### src/rtl/interrupt_pkg.sv
// Shared types and constants for the interrupt controller: FSM states, cause
// codes, default handler vectors and the fixed-priority winner selection.
package interrupt_pkg;

  localparam int VEC_W = 10;

  localparam logic [VEC_W-1:0] DEF_VEC_EXCEPT  = 10'h3F0;
  localparam logic [VEC_W-1:0] DEF_VEC_PORT    = 10'h3F4;
  localparam logic [VEC_W-1:0] DEF_VEC_SYSCALL = 10'h3F8;

  typedef enum logic [1:0] {
    ST_IDLE    = 2'd0,
    ST_TAKE    = 2'd1,
    ST_SERVICE = 2'd2
  } state_t;

  typedef enum logic [1:0] {
    CAUSE_NONE    = 2'b00,
    CAUSE_EXCEPT  = 2'b01,
    CAUSE_PORT    = 2'b10,
    CAUSE_SYSCALL = 2'b11
  } cause_t;

  typedef struct packed {
    logic except;
    logic port;
    logic syscall;
  } pend_t;

  // Exception is non-maskable; port and syscall only compete when enabled.
  function automatic cause_t pick_winner(input pend_t pend, input logic int_en);
    if (pend.except)                return CAUSE_EXCEPT;
    else if (int_en && pend.port)    return CAUSE_PORT;
    else if (int_en && pend.syscall) return CAUSE_SYSCALL;
    else                             return CAUSE_NONE;
  endfunction

endpackage

### src/rtl/sync_edge.sv
// Two-flop synchronizer for an asynchronous input followed by a rising-edge
// detector; rise is a one-cycle pulse in the clk domain.
module sync_edge (
  input  logic clk,
  input  logic reset,
  input  logic d,
  output logic rise
);

  logic s1, s2, s3;

  // NOTE: sequential state uses non-blocking assignments so every flop samples
  // the pre-edge value of its neighbour; blocking here would collapse the chain.
  always_ff @(posedge clk or negedge reset) begin
    if (!reset) begin
      s1 <= 1'b0;
      s2 <= 1'b0;
      s3 <= 1'b0;
    end else begin
      s1 <= d;
      s2 <= s1;
      s3 <= s2;
    end
  end

  assign rise = s2 & ~s3;

endmodule

### src/rtl/interrupt_ctrl.sv
// Three-source interrupt controller: sticky pending bits, fixed priority,
// non-nesting IDLE/TAKE/SERVICE handshake with registered outputs.
module interrupt_ctrl
  import interrupt_pkg::*;
#(
  parameter logic [VEC_W-1:0] VEC_EXCEPT  = DEF_VEC_EXCEPT,
  parameter logic [VEC_W-1:0] VEC_PORT    = DEF_VEC_PORT,
  parameter logic [VEC_W-1:0] VEC_SYSCALL = DEF_VEC_SYSCALL
) (
  input  logic             clk,
  input  logic             reset,
  input  logic             i_except,
  input  logic             i_port,
  input  logic             i_syscall,
  input  logic             s_int_en,
  input  logic             s_finished,
  output logic             s_use_interr,
  output logic [VEC_W-1:0] dir_from_exception,
  output logic             s_interruption,
  output logic [1:0]       cause
);

  state_t           state;
  pend_t            pend;
  pend_t            clr;
  cause_t           cause_q;
  cause_t           winner;
  logic [VEC_W-1:0] win_vec;
  logic             take;
  logic             port_rise;

  sync_edge u_port_sync (
    .clk   (clk),
    .reset (reset),
    .d     (i_port),
    .rise  (port_rise)
  );

  // NOTE: every signal written here gets a default first, so no path through
  // the case leaves it unassigned and no latch is inferred.
  always_comb begin
    winner  = pick_winner(pend, s_int_en);
    take    = (state == ST_IDLE) && (winner != CAUSE_NONE);
    clr     = '0;
    win_vec = VEC_EXCEPT;
    case (winner)
      CAUSE_EXCEPT: begin
        clr.except = take;
        win_vec    = VEC_EXCEPT;
      end
      CAUSE_PORT: begin
        clr.port = take;
        win_vec  = VEC_PORT;
      end
      CAUSE_SYSCALL: begin
        clr.syscall = take;
        win_vec     = VEC_SYSCALL;
      end
      default: ;
    endcase
  end

  // A request landing on the same edge as its own take re-arms the bit:
  // it is a new request, distinct from the one being served.
  always_ff @(posedge clk or negedge reset) begin
    if (!reset) begin
      pend <= '0;
    end else begin
      pend.except  <= (pend.except  & ~clr.except)  | i_except;
      pend.port    <= (pend.port    & ~clr.port)    | port_rise;
      pend.syscall <= (pend.syscall & ~clr.syscall) | i_syscall;
    end
  end

  always_ff @(posedge clk or negedge reset) begin
    if (!reset) begin
      state              <= ST_IDLE;
      s_use_interr       <= 1'b0;
      s_interruption     <= 1'b0;
      cause_q            <= CAUSE_NONE;
      dir_from_exception <= '0;
    end else begin
      case (state)
        ST_IDLE: begin
          if (take) begin
            state              <= ST_TAKE;
            s_use_interr       <= 1'b1;
            s_interruption     <= 1'b1;
            cause_q            <= winner;
            dir_from_exception <= win_vec;
          end
        end
        ST_TAKE: begin
          state        <= ST_SERVICE;
          s_use_interr <= 1'b0;
        end
        ST_SERVICE: begin
          // Leaving through IDLE guarantees at least one idle cycle between handlers.
          if (s_finished) begin
            state          <= ST_IDLE;
            s_interruption <= 1'b0;
          end
        end
        default: begin
          state          <= ST_IDLE;
          s_use_interr   <= 1'b0;
          s_interruption <= 1'b0;
        end
      endcase
    end
  end

  assign cause = cause_q;

endmodule

### config.mk
export PLATFORM = sky130hd
export DESIGN_NAME = interrupt_ctrl
export DESIGN_NICKNAME = d
export VERILOG_FILES = /design/src/rtl/interrupt_pkg.sv /design/src/rtl/sync_edge.sv /design/src/rtl/interrupt_ctrl.sv
export SDC_FILE = /design/constraint.sdc
export NUM_CORES = 1
export LEC_CHECK = 0
export BUFFER_PORTS_ARGS = -buffer_cell sky130_fd_sc_hd__clkbuf_2
export CAP_MARGIN = 20
export CORE_MARGIN = 2
export CORE_UTILIZATION = 46
export DETAILED_ROUTE_END_ITERATION = 10
export PLACE_DENSITY = 0.74
export SETUP_SLACK_MARGIN = 0.4
export SYNTH_ARGS = -nofsm -noshare
export SYNTH_HDL_FRONTEND = slang
export SYNTH_HIERARCHICAL = 1
export SYNTH_SLANG_ARGS = --single-unit
### constraint.sdc
create_clock -name clk -period 1.6 [get_ports clk]
set_clock_uncertainty 0.05 [all_clocks]
set_input_delay 0.08 -clock clk [delete_from_list [all_inputs] [get_ports clk]]
set_output_delay 0.08 -clock clk [all_outputs]
set_load 0.02 [all_outputs]
==> results, run 1 <==
- The slack of the critical path is 0.262 ns.
- The pre-CTS setup slack is 0.231 ns.
- STA puts the critical path data required time at 1.72 ns.
- After synthesis, the largest family of logic cells by area is compound AO/OA/AOI/OAI gates.
- The worst reg2reg path depth is 2.
- The power consumption is 1.30 mW.
- The number of different library cells in the post-synthesis netlist is 23.
- The simple-gate area share of the yosys netlist is 0.107.
- The sum of buffers and inverters on the critical path is 0.
- Final hold analysis gives a worst-case slack of 0.0100 ns.
- Setup violations remaining at the end of the flow were counted as 0.
- The largest single stage delay on the critical path is 0.55 ns.
- The routed wire length is 1220 µm.
- After detailed routing, the number of remaining DRC violations is 0.
- The proportion of synthesized area in mux cells is 0.0158.
- CTS saw 15 sinks.
- Compared with the post-synthesis result, the final layout area differs by 25.7%.
- The post-route antenna net violation count is 0.
- The initial utilization of the core area, before any placement, comes to 0.487.
- The maximum operating frequency is 0.748 GHz.
- The worst register-to-register path begins at pend[2]$_DFF_PN0_.
- The clock passes through at most 2 buffers.
- The end-of-flow core utilization is 0.612.
- The number of nets in the final layout is 86.
- In this run, synthesis produced a sequential element count of 15.
- The power density of the placed cells is 1630 nW/µm².
- For the worst setup path, the data arrival time is 1.46 ns.
- The tightest min-delay check is of the in -> reg type.
- The I/O pin count is 21.
- The reported max-cap violation count is 0.
- Of the total synthesized cell area, the portion taken by full adders, half adders and majority gates is 0.
- The setup check on the worst reg-to-reg path leaves a slack of 0.26 ns.
- Detailed placement ended at an HPWL of 845 µm.
- The total inserted antenna cells is 0.
- The sequential cell area is 377 µm².
- In this run the worst path has a maximum fanout of 3.
- By startpoint and endpoint, the worst setup path is classified as reg -> reg.
- In this run the cell area of the synthesized design comes to 633 µm².
- The count of endpoints failing hold in the final timing report is 0.
- The via count of the first global-routing pass is 465.
- The post-synthesis cell count is 55.
- In this run, CTS created clock tree buffers numbering 3.
- The number of vias after detailed routing is 466.
- The endpoint kind of the worst setup timing path is a register.
- The vias per cell is 5.01.
- The count of final max-slew check failures is 0.
- The multi-input combinational cells in the finished layout cover a total of 206 µm².
- In this run the number of H-tree levels came out at 1.
- The initial DRC count is 6.
- For the worst-skew pair, the clock arrives at the later sink with an insertion delay of 0.28 ns.
- The static leakage is 0.379 nW.
- Counting I/O delays and the setup requirement, the final critical path takes 1.34 ns.
- The overall die width is 41.1 µm.
- Entering global routing, the biggest net connects 16 pins.
- The signal on the critical path passes through or4b_4, a21o_1.
- The number of antenna violations at the first check in global routing is 0.
- The share of the synthesized area in compound gates (AO/OA/AOI/OAI) came to 0.176.
- Of the synthesized area, sequential elements account for 0.593.
- The startpoint identified for the worst hold timing path is s_finished.
- The cell family contributing the most delay on the critical path is simple AND/OR/NAND/NOR gates.
- In this run the critical register-to-register path is captured at pend[1]$_DFF_PN0_.
- The post-detailed-route wirelength per cell is 13.1 µm.
- Clock-pin slew was measured on the worst setup and hold paths at 0.09 ns.
- The worst-case vdd ir drop is 792 µV.
- After floorplanning, the core was sized to cover 1300 µm².
- The die boundary height is 41.1 µm.
- The die covers 1690 µm².
- The mean area per synthesized cell is 11.5 µm².
- Of the total synthesized cell area, the portion taken by XOR and XNOR cells is 0.
- For this run the aggregate overflow at the end of global routing stands at 0.
- The count of yosys warnings during synthesis is 6.
- After filler insertion, the fill cell instance count of the layout stands at 113.
- The share of the cycle needed by the critical path after routing is 0.836.
- The tree is rooted in a sky130_fd_sc_hd__clkbuf_4.
- Setup repair after global routing could not meet its margin everywhere.
- In this run the core area contains 13 standard-cell rows.
- The path with the worst hold slack has its endpoint at state[1]$_DFFE_PN0P_.
- Of the cells placed in the final design, the portion with a size suffix greater than 1 is 0.423.
- The first global-routing pass estimated 1970 µm of wire.
- The run finished with clean final reports.
- TritonCTS built the clock tree.
- The slowest cell on the critical path is sky130_fd_sc_hd__or4b_4.
- The nature of the critical path startpoint is a register.
- The count of buffers added on input and output ports is 18.
- After routing, the total negative slack on setup checks comes to 0 ns.
- Along the worst hold path, the cell count comes to 3.
- The first detailed-routing pass ran for 3 iterations.
- At the end of routability-driven placement, the weighted congestion stood at 0.699.
- The total track usage is 0.186.
-- synthesized netlist by cell type --
cell	instances	area, µm²
sky130_fd_sc_hd__a21o_1	1	7.51
sky130_fd_sc_hd__a21o_2	1	8.76
sky130_fd_sc_hd__a21oi_1	3	15.0
sky130_fd_sc_hd__a31oi_1	2	12.5
sky130_fd_sc_hd__a32oi_1	1	8.76
sky130_fd_sc_hd__buf_2	1	5.00
sky130_fd_sc_hd__buf_4	7	52.6
sky130_fd_sc_hd__conb_1	1	3.75
sky130_fd_sc_hd__dfrtp_1	15	375
sky130_fd_sc_hd__inv_1	2	7.51
sky130_fd_sc_hd__mux2i_1	1	10.0
sky130_fd_sc_hd__nand2_1	3	11.3
sky130_fd_sc_hd__nand2b_1	3	18.8
sky130_fd_sc_hd__nor2_1	2	7.51
sky130_fd_sc_hd__nor2b_4	1	13.8
sky130_fd_sc_hd__o21a_1	1	7.51
sky130_fd_sc_hd__o21ai_0	4	20.0
sky130_fd_sc_hd__o21ai_1	1	5.00
sky130_fd_sc_hd__o22a_2	1	10.0
sky130_fd_sc_hd__o2bb2ai_1	1	8.76
sky130_fd_sc_hd__o31ai_1	1	7.51
sky130_fd_sc_hd__or2_2	1	6.26
sky130_fd_sc_hd__or4b_1	1	10.0
-- cell usage in the layout (no fill, tap or decap) --
master and instances:
sky130_fd_sc_hd__nor2b_4 1, sky130_fd_sc_hd__mux2i_1 1, sky130_fd_sc_hd__a31oi_1 2, sky130_fd_sc_hd__clkbuf_2 18, sky130_fd_sc_hd__clkbuf_1 1, sky130_fd_sc_hd__a21o_1 1, sky130_fd_sc_hd__o21a_1 1, sky130_fd_sc_hd__o21ai_2 1
sky130_fd_sc_hd__conb_1 2, sky130_fd_sc_hd__o21ai_0 2, sky130_fd_sc_hd__o22a_2 1, sky130_fd_sc_hd__dfrtp_1 14, sky130_fd_sc_hd__o2bb2ai_1 1, sky130_fd_sc_hd__o31ai_1 1, sky130_fd_sc_hd__nand2_1 3, sky130_fd_sc_hd__or4b_4 1
sky130_fd_sc_hd__dlygate4sd3_1 4, sky130_fd_sc_hd__nor2_2 1, sky130_fd_sc_hd__or2_2 1, sky130_fd_sc_hd__o21ai_1 2, sky130_fd_sc_hd__nor2_1 1, sky130_fd_sc_hd__inv_1 2, sky130_fd_sc_hd__dfrtp_2 1, sky130_fd_sc_hd__a21oi_1 3
sky130_fd_sc_hd__buf_4 4, sky130_fd_sc_hd__nand2b_1 3, sky130_fd_sc_hd__clkbuf_4 3, sky130_fd_sc_hd__a32oi_1 1, sky130_fd_sc_hd__a21o_2 1
-- layer usage --
layer	wire length, µm	vias to the layer above	track usage
met5	0	-	0
met4	21	0	0.121
met3	54	4	0.0380
met2	630	19	0.309
met1	510	219	0.215
li1	-	224	-
-- tightest hold or removal path, delay by kind of cell --
family / cells / cell delay, ns
simple gates: 1 / 0.09
mux: 1 / 0.06
buf+inv: 1 / 0.08
-- per-stage QoR --
step,cells,cell area (µm²)
floorplan,56,637
global route,93,796
finish,93,796
detailed placement,81,688
global placement,81,688
CTS,92,778
-- power by group --
part	total (mW)	internal [mW]	leakage [nW]	switching, mW
sequential	0.588	0.489	0.168	0.0993
clock	0.215	0.0967	0.0150	0.118
combinational	0.493	0.221	0.196	0.273
-- state kept, by name (all words and copies together) (netlist names) --
register and flops:
u_port_sync/s1 1, dir_from_exception 3, cause 2, s_interruption 1, state 2, u_port_sync/s2 1
pend 3, s_use_interr 1, u_port_sync/s3 1
-- what timing repair did --
item | in CTS | in global routing
hold buffers | 4 | 0
buffers inserted | 3 | 1
setup endpoints to repair | 9 | 10
resized for setup | 2 | 4
pin swaps | 2 | 2
endpoints found under the hold margin | 18 | 0
-- final cells by class --
class | count | area share
repair buffers | 26 | 0.201
flip-flops and latches | 15 | 0.473
multi-input cells | 31 | 0.259
inverters | 2 | 0.00943
well taps | 15 | 0.0236
clock buffers | 4 | 0.0330
-- worst max-delay path by stage --
stage / start / to / depth (start not counted)
after floorplan: state[1]$_DFFE_PN0P_ / pend[0]$_DFF_PN0_ / 3
after global placement: pend[2]$_DFF_PN0_ / pend[0]$_DFF_PN0_ / 3
after detailed placement: state[1]$_DFFE_PN0P_ / pend[0]$_DFF_PN0_ / 3
after CTS: state[0]$_DFFE_PN0P_ / pend[0]$_DFF_PN0_ / 3
after global routing: pend[2]$_DFF_PN0_ / pend[0]$_DFF_PN0_ / 3
final: pend[2]$_DFF_PN0_ / pend[1]$_DFF_PN0_ / 2
-- logic make-up (layout without fill, tap and decap cells) --
| logic type | Yosys count | in the layout |
|---|---|---|
| AOI/OAI and AO/OA | 17 | 17 |
| DFF | 15 | 15 |
| and+or+nand+nor | 11 | 11 |
| buffers and inverters | 10 | 32 |
| other | 1 | 2 |
| muxes | 1 | 1 |
No activity file was read; power rests on OpenSTA's default activity.
==> run 2, diff against run 1 <==
Settings changed: CORE_UTILIZATION 46 to 42, PLACE_DENSITY 0.74 to 0.71.
Clock period 1.6 ns to 1.15 ns, I/O delays scaled along.
==> run 2 against run 1 <==
Against the previous run:
- register-to-register slack got worse by 0.40 ns
- clock-buffer cell count is the same
- design area grew 31%
- total power up 87%
- wire length increased by 15%
- worst setup slack worse by 0.40 ns
- the flow now finishes with violations (hold timing, setup timing)
- critical path depth rose by 1
- flip-flop and latch count did not move
- fmax is 4.0% higher
- first-iteration DRC count shrank 100%
- largest cell class unchanged
- hold slack got worse by 0.083 ns
- highest routed layer unchanged
- sequential power rose by 34%
==> results, run 2 (synthesis results as in run 1) <==
- The run finished, with violations left.
- The final reports fail on hold timing, setup timing.
- Summed over all layers, the global routing overflow is 0.
- The min-delay analysis places its worst path in the category in -> reg.
- The cell area after placement is 747 µm².
- STA classifies the critical path endpoint as a register.
- The hold slack is -0.0731 ns.
- The path type of the worst setup path is reg -> reg.
- Setup repair after global routing could not meet its margin everywhere.
- The share of the cycle needed by the critical path after routing is 1.12.
- The number of vias after detailed routing is 508.
- For this configuration, the core starts out at a cell density of 0.435.
- In the final layout, the share of cells above drive strength 1 is 0.551.
- The top cell types in the final layout, fill and taps aside, are sky130_fd_sc_hd__dfrtp_1 (14), sky130_fd_sc_hd__buf_4 (10).
- In the global route stage, overall resource usage came out at 0.165.
- The endpoint identified for the worst register-to-register timing path is pend[0]$_DFF_PN0_.
- The die is 42.8 µm tall.
- Along the worst path, the maximum fanout reaches 2.
- In this run the horizontal extent of the chip is 42.8 µm.
- Setup violations remaining at the end of the flow were counted as 9.
- The reg-to-reg setup timing slack is -0.14 ns.
- Prior to clock tree synthesis, the placed netlist has a worst setup slack of -0.131 ns.
- The number of sinks on the clock net is 15.
- Counting cells, the worst reg-to-reg path comes to 3.
- The wire length of the first global-routing pass is 2150 µm.
- The count of endpoints failing hold in the final timing report was 1.
- Relative to the synthesized area, the layout overhead comes to 64.6%.
- The worst hold path passes through 2 cells.
- The power density of the placed cells is 2320 nW/µm².
- The most common cell after layout, fill and taps aside is sky130_fd_sc_hd__dfrtp_1.
- In the routed layout, each cell is associated on average with a via count of 4.84.
- The number of nets in the final layout is 97.
- The placement row count is 14.
- The count of final max-slew check failures was 0.
- The cell area after layout is 1040 µm².
- The total inserted antenna cells is 0.
- The data arrival time at the worst-slack endpoint is 1.41 ns.
- The final weighted congestion in routability-driven placement is 0.795.
- The I/O pin count is 21.
- The end point of the worst hold path is pend[2]$_DFF_PN0_.
- In the final layout, the registers with the most flip-flops are dir_from_exception: 3 flops, pend: 3 flops.
- In this run the critical register-to-register path is launched from state[1]$_DFFE_PN0P_.
- The wire-length estimate of the detail-placed layout is 835 µm.
- The reported max-cap violation count is 0.
- The detailed-router iteration count before antenna repair is 1.
- Once detail routing completed, the nets flagged for antenna violations numbered 0.
- The filler cell count is 103.
- The initial DRC count is 0.
- The number of input and output port buffers inserted is 18.
- The via count of the first global-routing pass is 468.
- The post-detailed-route wirelength per cell is 13.3 µm.
- For the worst setup path, the data required time is 1.28 ns.
- The latest clock arrival within the worst-skew pair is 0.28 ns.
- The static leakage is 0.487 nW.
- The minimum clock period after layout is 1.29 ns.
- The total core area is 1450 µm².
- Derived from the worst setup path, the maximum achievable clock frequency is 0.777 GHz.
- The worst-case vdd ir drop is 1000 µV.
- The startpoint of the most critical hold path is i_except.
- STA classifies the critical path startpoint as a register.
- The die covers 1830 µm².
- Entering global routing, the biggest net connects 16 pins.
- CTS placed an instance of sky130_fd_sc_hd__clkbuf_4 at the clock tree root.
- The slack of the critical path is -0.136 ns.
- The routed wire length is 1400 µm.
- The remaining design rule violation count is 0.
- The TritonCTS buffer count is 3.
- No sink is reached through more buffers than the 2 on the longest clock path.
- After clock tree synthesis, the clock-pin slew on the worst setup and hold paths is 0.08 ns.
- The number of H-tree levels is 1.
- The CTS tree is done.
- The number of antenna violations at the first check in global routing is 0.
## run 2: cell count changes in the layout (fill, tap and decap cells not counted), moves of 2 or more
cell / before / now
sky130_fd_sc_hd__a21oi_2: 0 / 2
sky130_fd_sc_hd__o21ai_0: 2 / 0
sky130_fd_sc_hd__buf_6: 0 / 6
sky130_fd_sc_hd__buf_8: 0 / 6
sky130_fd_sc_hd__buf_4: 4 / 10
sky130_fd_sc_hd__clkbuf_8: 0 / 6
sky130_fd_sc_hd__clkbuf_2: 18 / 6
sky130_fd_sc_hd__a21oi_1: 3 / 1
## run 2: where the power goes
group	switching, mW	leakage (nW)	total [mW]	internal [mW]
logic	0.562	0.304	1.34	0.776
registers	0.109	0.168	0.787	0.678
clock network	0.161	0.0150	0.296	0.135
## run 2: worst max path at each step
stage | to | start | cells past startpoint
2_1_floorplan | pend[0]$_DFF_PN0_ | state[1]$_DFFE_PN0P_ | 3
3_3_place_gp | pend[0]$_DFF_PN0_ | state[0]$_DFFE_PN0P_ | 3
3_5_place_dp | pend[0]$_DFF_PN0_ | state[0]$_DFFE_PN0P_ | 3
4_1_cts | pend[0]$_DFF_PN0_ | state[1]$_DFFE_PN0P_ | 3
5_1_grt | pend[0]$_DFF_PN0_ | state[1]$_DFFE_PN0P_ | 3
6_report | pend[0]$_DFF_PN0_ | state[1]$_DFFE_PN0P_ | 3
## run 2: through the flow
step	instances	hold slack, ns	TNS, ns	power (mW)	utilization
after global routing	105	-0.0819	-1.02	2.56	0.717
final	105	-0.0731	-0.484	2.42	0.717
after global placement	89	-0.0598	-0.278	1.52	0.514
after detailed placement	89	-0.0613	-0.423	1.54	0.514
after floorplan	56	-0.288	-0.296	1.20	-
after CTS	99	-0.0804	-0.353	2.15	0.656
## run 2: area by class of cell
type	count	area [µm²]	area share
tap	16	20.0	0.0192
timing repair buffer	37	375	0.360
multi-input combinational	31	236	0.227
clock buffer	4	26.3	0.0252
inverter	2	7.51	0.00720
sequential	15	377	0.361
## run 2: routing by layer
| layer | GRT usage | routed length [µm] | vias to the layer above |
|---|---|---|---|
| li1 | - | - | 249 |
| met1 | 0.207 | 601 | 243 |
| met2 | 0.267 | 700 | 12 |
| met3 | 0.0255 | 50 | 4 |
| met4 | 0.0938 | 47 | 0 |
| met5 | 0 | 0 | - |
## run 2: what timing repair did
item	in CTS	in global routing
hold buffers	2	1
setup buffers	4	5
endpoints found under the hold margin	19	2
cloned	0	0
resized for setup	28	16
endpoints found under the setup margin	24	24
pin swaps	0	7
## run 2: critical path: stages (launching register included)
cell and delay, ns:
sky130_fd_sc_hd__dfrtp_1 0.41, sky130_fd_sc_hd__or4b_4 0.55, sky130_fd_sc_hd__o21ai_2 0.12, sky130_fd_sc_hd__nand2b_1 0.06
